==> src/rtl/lsu_pkg.sv <==
// lsu_pkg: shared definitions for the load/store unit.
//   - RV32I load/store width codes (funct3)
//   - FSM state encoding
//   - latched request record
//   - default access timeout (used when LSU_TIMEOUT_EN is defined)
package lsu_pkg;

  localparam logic [2:0] F3_B  = 3'b000;
  localparam logic [2:0] F3_H  = 3'b001;
  localparam logic [2:0] F3_W  = 3'b010;
  localparam logic [2:0] F3_BU = 3'b100;
  localparam logic [2:0] F3_HU = 3'b101;

  localparam int unsigned LSU_TIMEOUT_DEF = 255;

  // Data word viewed as byte lanes.
  localparam int NUM_LANES = 4;
  localparam int LANE_W    = 8;

  typedef enum logic [1:0] {
    IDLE   = 2'd0,
    ACCESS = 2'd1,
    WB     = 2'd2,
    ERR    = 2'd3
  } lsu_state_e;

  // Fields of the accepted request still needed after IDLE.
  typedef struct packed {
    logic       load;
    logic [2:0] funct3;
    logic [1:0] addr_lo;
    logic [4:0] rd;
  } lsu_req_t;

endpackage

==> src/rtl/lsu_align.sv <==
// lsu_align: combinational lane logic for the load/store unit.
//   addr_lo   in  2 : byte offset within the word
//   funct3    in  3 : access width code
//   wdata     in 32 : right-justified store data
//   rdata     in 32 : word read from memory
//   wstrb     out 4 : store byte enables (meaningless for loads)
//   wdata_al  out 32: store data replicated onto every candidate lane
//   load_data out 32: extracted and extended load result
//   misaligned out 1: access misaligned or funct3 not a legal width
module lsu_align
  import lsu_pkg::*;
(
  input  logic [1:0]  addr_lo,
  input  logic [2:0]  funct3,
  input  logic [31:0] wdata,
  input  logic [31:0] rdata,
  output logic [3:0]  wstrb,
  output logic [31:0] wdata_al,
  output logic [31:0] load_data,
  output logic        misaligned
);

  logic [NUM_LANES-1:0][LANE_W-1:0] rlanes;
  logic [LANE_W-1:0]                rbyte;
  logic [15:0]                      rhalf;

  assign rlanes = rdata;
  assign rbyte  = rlanes[addr_lo];
  assign rhalf  = addr_lo[1] ? rdata[31:16] : rdata[15:0];

  // Store side. BU/HU codes on a store behave as B/H; only the three
  // unused codes are rejected.
  always_comb begin
    wstrb      = 4'b0000;
    wdata_al   = wdata;
    misaligned = 1'b0;
    case (funct3)
      F3_B, F3_BU: begin
        wstrb    = 4'b0001 << addr_lo;
        wdata_al = {4{wdata[7:0]}};
      end
      F3_H, F3_HU: begin
        misaligned = addr_lo[0];
        wstrb      = 4'b0011 << addr_lo;
        wdata_al   = {2{wdata[15:0]}};
      end
      F3_W: begin
        misaligned = |addr_lo;
        wstrb      = 4'b1111;
      end
      default: misaligned = 1'b1;
    endcase
  end

  always_comb begin
    load_data = rdata;
    case (funct3)
      F3_B:    load_data = {{24{rbyte[7]}}, rbyte};
      F3_BU:   load_data = {24'h0, rbyte};
      F3_H:    load_data = {{16{rhalf[15]}}, rhalf};
      F3_HU:   load_data = {16'h0, rhalf};
      default: load_data = rdata;
    endcase
  end

endmodule

==> src/rtl/load_store_unit.sv <==
// load_store_unit: memory-access stage between execute and the register file.
// Takes one load/store per req_valid/req_ready handshake, runs a single
// data-bus transfer and, for loads, writes the extended result to the
// register file as a one-cycle pulse. Misaligned or illegal-width requests
// retire through ERR without any bus activity.
//
// Optional feature: define LSU_TIMEOUT_EN to abort an ACCESS after
// TIMEOUT_CYCLES cycles without mem_ready (reported on bus_err).
//
// Ports:
//   clk, reset                 clock, async active-high reset
//   req_valid/req_ready        request handshake (ready only in IDLE)
//   req_load, req_funct3,
//   req_addr, req_wdata,req_rd request fields
//   mem_valid/mem_ready        bus handshake
//   mem_addr/mem_wstrb/
//   mem_wdata/mem_rdata        bus address, byte enables, data
//   rf_we/rf_w/rf_data         register-file write port
//   done/misaligned/bus_err    retirement pulse and error flags
module load_store_unit
  import lsu_pkg::*;
#(
  parameter int unsigned TIMEOUT_CYCLES = LSU_TIMEOUT_DEF
) (
  input  logic        clk,
  input  logic        reset,
  input  logic        req_valid,
  output logic        req_ready,
  input  logic        req_load,
  input  logic [2:0]  req_funct3,
  input  logic [31:0] req_addr,
  input  logic [31:0] req_wdata,
  input  logic [4:0]  req_rd,
  output logic        mem_valid,
  input  logic        mem_ready,
  output logic [31:0] mem_addr,
  output logic [3:0]  mem_wstrb,
  output logic [31:0] mem_wdata,
  input  logic [31:0] mem_rdata,
  output logic        rf_we,
  output logic [4:0]  rf_w,
  output logic [31:0] rf_data,
  output logic        done,
  output logic        misaligned,
  output logic        bus_err
);

  if (TIMEOUT_CYCLES < 1 || TIMEOUT_CYCLES > 65535) begin : g_bad_timeout
    $error("load_store_unit: TIMEOUT_CYCLES must be in 1..65535");
  end

  lsu_state_e state, state_n;
  lsu_req_t   req_q;

  logic        accept;
  logic        xfer_done;
  logic        tmo;
  logic [1:0]  al_addr_lo;
  logic [2:0]  al_funct3;
  logic [3:0]  al_wstrb;
  logic [31:0] al_wdata;
  logic [31:0] al_load;
  logic        al_mis;

  // One aligner serves both phases: in IDLE it looks at the incoming
  // request (lanes, misalignment), afterwards at the latched request so
  // the returning read word can be extracted.
  assign al_addr_lo = (state == IDLE) ? req_addr[1:0] : req_q.addr_lo;
  assign al_funct3  = (state == IDLE) ? req_funct3    : req_q.funct3;

  lsu_align u_align (
    .addr_lo   (al_addr_lo),
    .funct3    (al_funct3),
    .wdata     (req_wdata),
    .rdata     (mem_rdata),
    .wstrb     (al_wstrb),
    .wdata_al  (al_wdata),
    .load_data (al_load),
    .misaligned(al_mis)
  );

`ifdef LSU_TIMEOUT_EN
  localparam logic [15:0] TMO_LAST = 16'(TIMEOUT_CYCLES - 1);
  logic [15:0] tmo_cnt;

  // Counter holds the number of ACCESS cycles already spent, so the
  // TIMEOUT_CYCLES-th cycle without mem_ready is the abort cycle.
  assign tmo = (state == ACCESS) && !mem_ready && (tmo_cnt == TMO_LAST);

  always_ff @(posedge clk or posedge reset) begin
    if (reset)                tmo_cnt <= '0;
    else if (accept)          tmo_cnt <= '0;
    else if (state == ACCESS) tmo_cnt <= tmo_cnt + 16'd1;
  end
`else
  assign tmo = 1'b0;
`endif

  assign xfer_done = (state == ACCESS) && mem_ready;

  always_comb begin
    state_n = state;
    accept  = 1'b0;
    case (state)
      IDLE: begin
        if (req_valid) begin
          accept  = 1'b1;
          state_n = al_mis ? ERR : ACCESS;
        end
      end
      ACCESS: begin
        if (mem_ready)  state_n = req_q.load ? WB : IDLE;
        else if (tmo)   state_n = IDLE;
      end
      WB:      state_n = IDLE;
      ERR:     state_n = IDLE;
      default: state_n = IDLE;
    endcase
  end

  assign req_ready = (state == IDLE);
  assign mem_valid = (state == ACCESS);
  assign rf_w      = req_q.rd;

  // Status pulses are registered on the transition that causes them:
  // a load's done lands in WB, a store's or timeout's in the following
  // IDLE cycle, a misaligned request's in ERR.
  always_ff @(posedge clk or posedge reset) begin
    if (reset) begin
      state      <= IDLE;
      req_q      <= '0;
      mem_addr   <= '0;
      mem_wstrb  <= 4'b0000;
      mem_wdata  <= '0;
      rf_data    <= '0;
      rf_we      <= 1'b0;
      done       <= 1'b0;
      misaligned <= 1'b0;
    end else begin
      state      <= state_n;
      done       <= xfer_done || (accept && al_mis) || tmo;
      misaligned <= accept && al_mis;
      rf_we      <= xfer_done && req_q.load && (req_q.rd != 5'd0);
      if (accept) begin
        req_q     <= '{load: req_load, funct3: req_funct3,
                       addr_lo: req_addr[1:0], rd: req_rd};
        mem_addr  <= {req_addr[31:2], 2'b00};
        mem_wstrb <= (req_load || al_mis) ? 4'b0000 : al_wstrb;
        mem_wdata <= al_wdata;
      end
      if (xfer_done && req_q.load) rf_data <= al_load;
    end
  end

`ifdef LSU_TIMEOUT_EN
  always_ff @(posedge clk or posedge reset) begin
    if (reset) bus_err <= 1'b0;
    else       bus_err <= tmo;
  end
`else
  assign bus_err = 1'b0;
`endif

endmodule
==> config.mk <==
export PLATFORM = sky130hd
export DESIGN_NAME = load_store_unit
export DESIGN_NICKNAME = d
export VERILOG_FILES = /design/src/rtl/lsu_pkg.sv /design/src/rtl/lsu_align.sv /design/src/rtl/load_store_unit.sv
export SDC_FILE = /design/constraint.sdc
export NUM_CORES = 1
export LEC_CHECK = 0
export ABC_AREA = 1
export ABC_CLOCK_PERIOD_IN_PS = 3600
export BUFFER_PORTS_ARGS = -buffer_cell sky130_fd_sc_hd__buf_2
export CAP_MARGIN = 20
export CORE_ASPECT_RATIO = 2
export CORE_MARGIN = 2
export CORE_UTILIZATION = 45
export DETAILED_ROUTE_END_ITERATION = 10
export PLACE_DENSITY = 0.77
export SLEW_MARGIN = 20
export SYNTH_ARGS = -nofsm -noshare
export SYNTH_HDL_FRONTEND = slang
export SYNTH_SLANG_ARGS = --single-unit
==> constraint.sdc <==
create_clock -name clk -period 3.6 [get_ports clk]
set_input_delay 0.72 -clock clk [delete_from_list [all_inputs] [get_ports clk]]
set_output_delay 0.72 -clock clk [all_outputs]
set_load 0.005 [all_outputs]
## Word-level counts from Yosys, hierarchy flattened

Cells that the tools add are included.

| operators by class | value |
|---|---|
| order comparisons | 1 |
| reductions and logical operators | 14 |
| shift-type cells | 2 |
| equal/unequal tests | 9 |
| muxes and demuxes | 17 |

Operator list:

| operator | number |
|---|---|
| $pmux 32 s4 | 1 |
| $pmux 32 s2 | 1 |
| $bmux 8 s2 | 1 |
| $mux 16 | 1 |
| $pmux 4 s3 | 1 |
| $mux 2 | 5 |
| $mux 8 | 1 |
| $reduce_or 2->1 | 4 |
| $eq 3x3->1 const B | 2 |
| $pmux 2 s3 | 1 |
| $reduce_bool 5->1 | 1 |
| $eq 2x2->1 const B | 2 |
| $logic_and 1x1->1 | 4 |
| $mux 4 | 1 |
| $shl 1x2->4 const A | 1 |
| $shl 2x2->4 const A | 1 |
| $eq 3x1->1 const B | 1 |
| $eq 3x2->1 const B | 1 |
| $logic_not 3->1 | 1 |
| $lt 2x3->1 const B | 1 |
| $mux 3 | 1 |
| $pmux 1 s3 | 1 |
| $eq 2x1->1 const B | 1 |
| $logic_not 2->1 | 1 |
| 5 further kinds | 7 |

| storage, ports and cells | value |
|---|---|
| flip-flop bits (word level) | 114 |
| word-level logic and storage cells | 55 |
| input bits | 109 |

## Depth between registers and ports, before layout

Gate-level depths: netlist (run 1).

| depth | value |
|---|---|
| depth in word-level cells | 8 |
| mapped depth | 12 |
| depth with buffers taken out | 11 |

## Cells and area by module

Synthesis (run 1) repeated with hierarchy kept, for this count alone.

| unflattened totals | value |
|---|---|
| cells, all modules | 841 |
| area, all modules | 6065.8 um^2 |

Modules (own cells, without submodules):

| module | cells each | instances | area each (um^2) |
|---|---|---|---|
| load_store_unit | 530 | 1 | 4672.0 |
| lsu_align | 311 | 1 | 1393.8 |

## Worst setup path after synthesis (run 1)

OpenSTA, ideal clock, no wires.

| timing | value |
|---|---|
| kind | in2reg |
| start point | in req_addr[1] |
| end point | reg rf_data[26] |
| setup slack | 1962 ps |
| stages on the path | 10 |
| path buffers | 2 |
| data arrival time | 1525 ps |
| library setup time | 113 ps |
| required time | 3487 ps |
| path through | inv_1 > nand2_1 > nand2_1 > buf_2 > nand2_1 > nand3_4 > buf_6 > nand3_1 > nand2_1 > inv_1 |

| on the way | value |
|---|---|
| cells in the longest elaborated chain, start to end | 4 |
| elaborated cells on any way between the ends | 5 |
| those cells by class | mux: 5 |

RTL lines:

| what | RTL line | text |
|---|---|---|
| from (decl) | load_store_unit.sv:31 | `input logic [31:0] req_addr,` |
| $mux 2 * | load_store_unit.sv:68 | `assign al_addr_lo = (state == IDLE) ? req_addr[1:0] : req_q.addr_lo;` |
| $bmux 8 s2 | lsu_align.sv:28 | `assign rbyte = rlanes[addr_lo];` |
| $mux 8 (implied by the code) | lsu_align.sv:28 |  |
| $pmux 32 s4 * | lsu_align.sv:57 | `case (funct3)` |
| to (signal assigned) | load_store_unit.sv:151 | `if (xfer_done && req_q.load) rf_data <= al_load;` |
| to (decl) | load_store_unit.sv:42 | `output logic [31:0] rf_data,` |

Mark *: on every way between the ends. The rest lies on a longest branch, timed or not. The select of a mux whose other input is x is not followed.
A chain may end at the register's enable or synchronous reset.

## Worst setup path in the final report (run 1)

| timing | value |
|---|---|
| start point | reg state[1] |
| end point | reg mem_wdata[3] |

| on the way | value |
|---|---|
| cells in the longest elaborated chain, start to end | 2 |

RTL lines:

| what | RTL line | text |
|---|---|---|
| from (decl) | load_store_unit.sv:52 | `lsu_state_e state, state_n;` |
| from (signal assigned) | load_store_unit.sv:140 | `state <= state_n;` |
| $logic_not 2->1 | load_store_unit.sv:104 | `case (state)` |
| $mux 1 | load_store_unit.sv:104 |  |
| to (signal assigned) | load_store_unit.sv:149 | `mem_wdata <= al_wdata;` |
| to (decl) | load_store_unit.sv:38 | `output logic [31:0] mem_wdata,` |

Every way passes these cells.

==> results.json, run 1 <==
{
  "timing.final.crit_period_ns": 2.370,
  "status": "completed",
  "drc_errors": 0,
  "finalHoldViolCount": 0,
  "drt-initial-drc-count": 275,
  "syn_inst": 790,
  "maxCapViolCount": 0,
  "ys_types": 28,
  "power.density_nw_per_um2": 964.8,
  "layout_commonest_cell": "nand2_1",
  "synth_warnings": 0,
  "start_kind": "flop",
  "fin_skew_ns": 0.005431,
  "yosysSeqAreaShare_pct": 48.43,
  "synth.avg_cell_area_um2": 7.457,
  "core_area_um2": 12920,
  "numCtsBuffers": 17,
  "gr-usage-met1_pct": 27.23,
  "ys_seq_elements": 114,
  "p_leak_nw": 4.466,
  "cts_buffer_depth": 2,
  "worstPathArrival_ns": 2.71,
  "final-setup-viol-count": 0,
  "crit_fanout": 46,
  "syn_area_um2": 5891,
  "final_cell_mix": "nand2_1 (314), buf_2 (216), dfrtp_1 (114)",
  "multi_input_area_um2": 2402,
  "cts_resized": 0,
  "worst_pin_slew_ns": 0.7486,
  "num_io_pins": 220,
  "grt.overflow.total": 0,
  "port_buffers": 216,
  "antenna_found_initial": 0,
  "grt_pass1_vias": 5801,
  "htreeDepth": 4,
  "fillers": 1139,
  "dpl_cell_area_um2": 6955,
  "num_antenna_cells": 0,
  "drtAntennaViolNets": 0,
  "synthToLayoutAreaGrowth_pct": 29.69,
  "grt_pass1_wl_um": 28360,
  "initial_utilization_pct": 45.60,
  "cp.required_ns": 3.94,
  "grt_usage_pct": 25.75,
  "routed_wl_um": 17500,
  "grt_busiest_layer": "met2",
  "path_class": "reg -> reg",
  "fin_nets": 1097,
  "via_count": 5644,
  "postCtsSetupBuffers": 0,
  "root_buffer": "clkbuf_16",
  "wl_per_cell_um": 15.22,
  "met2_usage_pct": 45.40,
  "clk_pin_slew_ns": 0.05,
  "min_path_type": "in -> async",
  "drive_gt1_share_pct": 30.46,
  "dp.final_hpwl_um": 12490,
  "via_per_inst": 4.908,
  "maxSlewViolCount": 0,
  "cp-end-kind": "flop",
  "dr.pass1.iters": 5,
  "ctsHoldBuffers": 0,
  "fin_area_um2": 7640,
  "grt_max_degree": 83,
  "cts_tree": "done",
  "fin_crit_sh_pct": 65.83,
  "numClockSinks": 114,
  "fin_tns_setup_ns": 0,
  "clk_latency_ns": 0.40,
  "gp_congestion": 0.8759,
  "fmax_mhz": 421.9,
  "placementRows": 59,
  "relSlewSlack_pct": 49.99,
  "dieArea_um2": 14080,
  "seqCellArea_um2": 2853,
  "hold_ws_ns": 0.4361,
  "die_w_um": 84.90,
  "max-vdd-ir-drop_mv": 0.5437,
  "die_y_um": 165.8,
  "rsz0062_at_grt": "false",
  "grt_use_met3_pct": 6.262
}
[worst paths after layout]
| path | startpoint | to | slack (ns) | depth (start not counted) |
|---|---|---|---|---|
| max | state[1]$_DFFE_PP0P_ | mem_wdata[3]$_DFFE_PP0P_ | 1.23 | 6 |
| min | reset | mem_addr[30]$_DFFE_PP0P_ | 0.44 | 2 |
| max reg2reg | state[1]$_DFFE_PP0P_ | mem_wdata[3]$_DFFE_PP0P_ | 1.23 | 6 |
| min reg2reg | mem_wdata[0]$_DFFE_PP0P_ | mem_wdata[0]$_DFFE_PP0P_ | 0.47 | 2 |
| max in group asynchronous | reset | rf_data[7]$_DFFE_PP0P_ | 2.29 | 3 |
| min in group clk | mem_wdata[0]$_DFFE_PP0P_ | mem_wdata[0]$_DFFE_PP0P_ | 0.47 | 2 |
[power by group]
group          leakage (nW)  switching (W)  internal [W]  total, W
clock network         0.331       0.000593       0.00139   0.00199
registers              1.37       0.000324       0.00190   0.00222
logic                  2.76        0.00198       0.00118   0.00316
[stage by stage]
| step | power, W | utilization (%) | setup WS [ns] | cells |
|---|---|---|---|---|
| after floorplan | 0.004333 | - | 1.495 | 792 |
| after global placement | 0.005340 | 53.84 | 1.162 | 1121 |
| after detailed placement | 0.005405 | 53.84 | 1.079 | 1121 |
| final | 0.007371 | 59.14 | 1.230 | 1150 |
| after global routing | 0.007954 | 59.14 | 0.9861 | 1150 |
| after CTS | 0.007422 | 59.14 | 1.201 | 1150 |
[metal layers]
layer / up-vias / wire [um] / part of all wire, %
met5: - / 0 / 0
met4: 0 / 1011 / 5.8
met3: 55 / 1106 / 6.3
met2: 220 / 9346 / 53
met1: 2567 / 6039 / 35
li1: 2802 / - / -
[worst max-delay path, stage by stage (launching register included)]
cell and delay (ns):
dfrtp_1 0.43, nor2_4 0.35, nand2_2 0.31, inv_2 0.63, buf_4 0.39, nand2_1 0.11
nand2_1 0.07
[synthesized netlist by cell type (all sizes together)]
master	instances	area share, %
a21oi	17	1.4
a21boi	1	0.13
nand3	47	4.3
clkbuf	14	0.89
o21ai	61	5.3
nor3	1	0.085
nand4	2	0.47
nor2	38	3.1
buf	30	3.7
a31oi	8	0.85
nand2	325	21
conb	1	0.064
inv	100	6.4
or2	24	2.5
dfrtp	114	48
nand3b	7	0.89
[state kept, by name (all words and copies together), names as in the netlist]
signal and cells:
done 1, mem_addr 30, mem_wdata 32, mem_wstrb 4
misaligned 1, req_q 6, rf_data 32, rf_w 5
rf_we 1, state 2
[area by class of cell]
cell class,count,share of cell area (%)
well taps,152,2.489
clock buffers,19,5.929
flip-flops and latches,114,37.34
multi-input cells,534,31.44
repair buffers,221,14.81
clock inverters,10,3.030
inverters,100,4.962
[cell families (layout without fill, tap and decap cells)]
group | after synthesis | in the layout | share of synthesized area (%)
DFF | 114 | 114 | 48.43
AOI/OAI and AO/OA | 87 | 87 | 7.732
buffers and inverters | 144 | 350 | 10.96
other | 1 | 3 | 0.06366
and+or+nand+nor | 444 | 444 | 32.82
(Power assumes the default switching activity.)
==> run 2, diff against run 1 <==
ABC_CLOCK_PERIOD_IN_PS = 2480   (was 3600)
CORE_UTILIZATION = 50   (was 45)
PLACE_DENSITY = 0.81   (was 0.77)
clock period = 2.48 ns   (was 3.6 ns; I/O delays follow)
==> results.json, run 2 (synthesized netlist as in run 1, its figures left out) <==
{
  "status": "completed",
  "drtAntennaViolNets": 0,
  "timing.final.crit_period_ns": 2.085,
  "synthToLayoutAreaGrowth_pct": 29.78,
  "via_per_inst": 5.005,
  "die_w_um": 80.75,
  "dieArea_um2": 12720,
  "placementRows": 56,
  "cts_resized": 0,
  "ctsHoldBuffers": 0,
  "grt_max_degree": 58,
  "fin_skew_ns": 0.007757,
  "cp.required_ns": 2.84,
  "fin_cells": 1153,
  "final-setup-viol-count": 0,
  "fillers": 1052,
  "initial_utilization_pct": 50.65,
  "numCtsBuffers": 17,
  "worst_pin_slew_ns": 0.6387,
  "postCtsSetupBuffers": 0,
  "maxSlewViolCount": 0,
  "path_class": "reg -> reg",
  "via_count": 5771,
  "clk_pin_slew_ns": 0.06,
  "fin_tns_setup_ns": 0,
  "drive_gt1_share_pct": 31.15,
  "gp_congestion": 0.8502,
  "maxCapViolCount": 0,
  "drt-initial-drc-count": 249,
  "htreeDepth": 4,
  "dp.final_hpwl_um": 12770,
  "fin_nets": 1104,
  "min_path_type": "in -> async",
  "crit_fanout": 16,
  "layout_commonest_cell": "nand2_1",
  "cp-end-kind": "flop",
  "dp.cells": 1121,
  "power.density_nw_per_um2": 1371,
  "start_kind": "flop",
  "core_area_um2": 11630,
  "numClockSinks": 114,
  "final_cell_mix": "nand2_1 (314), buf_2 (216), dfrtp_1 (114)",
  "routed_wl_um": 17270,
  "finalHoldViolCount": 0,
  "hold_ws_ns": 0.1324,
  "p_leak_nw": 4.486,
  "reg_top3": "mem_wdata (32), rf_data (32), mem_addr (30)",
  "grt_pass1_vias": 5632,
  "wl_per_cell_um": 14.98,
  "num_antenna_cells": 0,
  "grt_usage_pct": 28.19,
  "cts_tree": "done",
  "relSlewSlack_pct": 57.42,
  "rsz0062_at_grt": "false",
  "fin_crit_sh_pct": 84.06,
  "max-vdd-ir-drop_mv": 1.196,
  "num_io_pins": 220,
  "clk_latency_ns": 0.42,
  "final_util_pct": 65.73,
  "worstPathArrival_ns": 2.44,
  "cts_buffer_depth": 2,
  "grt_pass1_wl_um": 26950,
  "antenna_found_initial": 0,
  "dr.pass1.iters": 5,
  "fmax_mhz": 479.7,
  "port_buffers": 216,
  "die_y_um": 157.5,
  "drc_errors": 0,
  "root_buffer": "clkbuf_16",
  "grt.overflow.total": 0
}
## run 2: final cells by class
| class | instances | area [um2] | area share [%] |
|---|---|---|---|
| sequential | 114 | 2853 | 37.32 |
| multi-input combinational | 534 | 2402 | 31.42 |
| timing repair buffer | 228 | 1209 | 15.81 |
| clock buffer | 17 | 425.4 | 5.565 |
| inverter | 100 | 379.1 | 4.959 |
| clock inverter | 15 | 195.2 | 2.553 |
| tap | 145 | 181.4 | 2.373 |
## run 2: final timing paths
kind	to	slack, ns	from	depth (start not counted)
worst max-delay path	rf_data[31]$_DFFE_PP0P_	0.40	state[1]$_DFFE_PP0P_	9
worst min-delay path	mem_addr[10]$_DFFE_PP0P_	0.13	reset	2
worst max register to register	rf_data[31]$_DFFE_PP0P_	0.40	state[1]$_DFFE_PP0P_	9
worst min register to register	mem_wdata[3]$_DFFE_PP0P_	0.47	mem_wdata[3]$_DFFE_PP0P_	2
max in group asynchronous	mem_wdata[4]$_DFFE_PP0P_	1.71	reset	3
min in group clk	mem_addr[23]$_DFFE_PP0P_	0.27	req_addr[23]	3
## run 2: worst max-delay path: stages, from the launching register on
cell	delay, ns
dfrtp_1	0.44
inv_2	0.09
nand2_4	0.08
nand2_1	0.08
nand2_2	0.23
nor2_4	0.43
nand4_4	0.31
nand3_1	0.23
nand2_1	0.07
inv_1	0.05
## run 2: through the flow
| step | power, W | cell area [um2] | setup WS (ns) |
|---|---|---|---|
| after floorplan | 0.006289 | 5902 | 0.5986 |
| after global placement | 0.007755 | 7024 | 0.4295 |
| after detailed placement | 0.007884 | 7024 | 0.3945 |
| after CTS | 0.01053 | 7645 | 0.3939 |
| after global routing | 0.01128 | 7645 | 0.2353 |
| final | 0.01048 | 7645 | 0.3953 |
## run 2: report_power, final
part	switching (W)	leakage, nW	internal (W)
Combinational	0.00287	2.80	0.00177
Clock	0.000984	0.309	0.00161
Sequential	0.000487	1.37	0.00275
Total	0.00434	4.49	0.00614
## run 2: routing by layer
metal,track usage (%),routed length (um),vias to the layer above,share of wire [%]
met3,5.734,924,52,5.4
li1,-,-,2812,-
met2,51.59,9638,234,56
met1,29.44,5972,2673,35
met4,14.77,731,0,4.2
met5,0,0,-,0
==> run 3, diff against run 2 <==
ABC_CLOCK_PERIOD_IN_PS = 1900   (was 2480)
CORE_UTILIZATION = 45   (was 50)
PLACE_DENSITY = 0.77   (was 0.81)
clock period = 1.9 ns   (was 2.48 ns; I/O delays follow)
==> results.json, run 3 (synthesized netlist as in run 1, its figures left out) <==
{
  "wl_per_cell_um": 15.27,
  "antenna_found_initial": 0,
  "die_w_um": 84.90,
  "highest_layer": "met4",
  "status": "completed",
  "slowest_delay_ns": 0.44,
  "grt_pass1_wl_um": 28120,
  "clk_pin_slew_ns": 0.06,
  "core_area_um2": 12920,
  "synthToLayoutAreaGrowth_pct": 32.18,
  "r2r_cells": 9,
  "dieArea_um2": 14080,
  "drive_gt1_share_pct": 32.29,
  "route.met2.wl_um": 9967,
  "min_path_type": "in -> reg",
  "final-setup-viol-count": 0,
  "p_sw_share_pct": 41.93,
  "start_kind": "flop",
  "grt.overflow.total": 0,
  "maxSlewViolCount": 0,
  "drc_errors": 0,
  "path_class": "reg -> reg",
  "path_buf_inv": 2,
  "drt-initial-drc-count": 298,
  "met1Wirelength_um": 5986,
  "gp_congestion": 0.9114,
  "fin_crit_sh_pct": 95.10,
  "htreeDepth": 4,
  "placementRows": 59,
  "grt_pass1_vias": 5850,
  "clk_latency_ns": 0.41,
  "pwr-share-comb_pct": 47.2,
  "root_buffer": "clkbuf_16",
  "final_cell_mix": "nand2_1 (312), buf_2 (217), dfrtp_1 (114)",
  "crit_cells": 9,
  "p_sw_w": 0.005849,
  "path_cells": "nor2_4 > buf_12 > nand2_1 > nand2_4 > nand3_2 > nand3_4 > nand3_1 > nand2_1 > inv_1",
  "numCtsBuffers": 17,
  "cts_buffer_depth": 2,
  "power.density_nw_per_um2": 1791,
  "fmax_mhz": 553.4,
  "routed_wl_um": 17930,
  "worstPathArrival_ns": 2.11,
  "finalHoldViolCount": 0,
  "crit_family": "simple AND/OR/NAND/NOR gates",
  "cp.required_ns": 2.21,
  "crit_fanout": 21,
  "initial_utilization_pct": 45.60,
  "num_antenna_cells": 0,
  "fin_tns_setup_ns": 0,
  "cp-end-kind": "flop",
  "p_leak_nw": 4.539,
  "internal_power_w": 0.008099,
  "layout_commonest_cell": "nand2_1",
  "timing.final.crit_period_ns": 1.807,
  "clockPowerShare_pct": 22.6,
  "fin_nets": 1118,
  "via_per_inst": 4.990,
  "dp.final_hpwl_um": 13080,
  "drtAntennaViolNets": 0,
  "crit_top_cell": "nand2_1",
  "num_io_pins": 220,
  "numClockSinks": 114,
  "via_count": 5858,
  "grt_max_degree": 65,
  "wl_met3_um": 1096,
  "port_buffers": 216,
  "seq_power_share_pct": 30.2,
  "fin_skew_ns": 0.008334,
  "cts_tree": "done",
  "hold_depth": 3,
  "grt_usage_pct": 25.37,
  "dr.pass1.iters": 4,
  "critPathSlowestCell": "dfrtp_1",
  "maxCapViolCount": 0,
  "die_y_um": 165.8,
  "finalPower_w": 0.01395,
  "max-vdd-ir-drop_mv": 0.9522,
  "reg_top3": "mem_wdata (32), rf_data (32), mem_addr (30)"
}
[run 3: cell count changes in the layout (fill, tap and decap cells not counted), sizes merged]
| cell | previous run | this run |
|---|---|---|
| buf | 228 | 240 |
| bufinv | 3 | 1 |
| clkbuf | 17 | 18 |
| clkinv | 4 | 2 |
| clkinvlp | 1 | 3 |
| dlygate4sd3 | 0 | 1 |
| inv | 107 | 108 |
| nand3 | 47 | 48 |
[run 3: repair_timing]
action                     4_1_cts  5_1_grt
gates resized for setup          0        5
hold endpoints to repair        11        0
setup endpoints to repair        0       45
buffers inserted                 0        3
hold buffers                     1        0
[run 3: per-stage QoR]
stage               cell area, um2  hold WS [ns]  std cells  worst slack (ns)  util [%]
floorplan                     5902        0.4530        792            0.1346         -
global placement              7138        0.3711       1137           0.05187     55.25
detailed placement            7138        0.3795       1137           0.02210     55.25
CTS                           7727        0.1470       1170        0.00004019     59.82
global route                  7786        0.1590       1174         -0.009831     60.27
finish                        7786        0.1559       1174           0.09308     60.27
[run 3: layout make-up]
type / count / area (um2)
inverters: 100 / 379.1
clock inverters: 14 / 140.1
fillers: 1199 / 5132
well taps: 152 / 190.2
clock buffers: 18 / 439.2
flip-flops and latches: 114 / 2853
repair buffers: 241 / 1356
multi-input cells: 535 / 2429
[run 3: layer usage]
metal / track usage [%] / up-vias
met4: 12.15 / 0
met2: 47.55 / 243
met5: 0 / -
met1: 25.26 / 2720
li1: - / 2842
met3: 6.312 / 53
[run 3: worst min-delay path, stage by stage]
cell     delay, ns
buf_2         0.07
nand2_1       0.04
nand2_1       0.04
[run 3: path summary, 6_finish.rpt]
path	from	end	slack, ns
max reg2reg	state[1]$_DFFE_PP0P_	rf_data[31]$_DFFE_PP0P_	0.09
min in group asynchronous	reset	mem_addr[20]$_DFFE_PP0P_	0.50
min	req_addr[3]	mem_addr[3]$_DFFE_PP0P_	0.16
min reg2reg	rf_data[13]$_DFFE_PP0P_	rf_data[13]$_DFFE_PP0P_	0.47
max	state[1]$_DFFE_PP0P_	rf_data[31]$_DFFE_PP0P_	0.09
max in group asynchronous	reset	mem_wdata[27]$_DFFE_PP0P_	0.76
[run 3: power groups by stage]
stage	sequential, W	clock, W	combinational (W)
after floorplan	0.00429	0	0.00392
after CTS	0.00421	0.00320	0.00643
after global routing	0.00436	0.00329	0.00736
after detailed placement	0.00422	0	0.00639
final	0.00421	0.00315	0.00659
after global placement	0.00421	0	0.00627
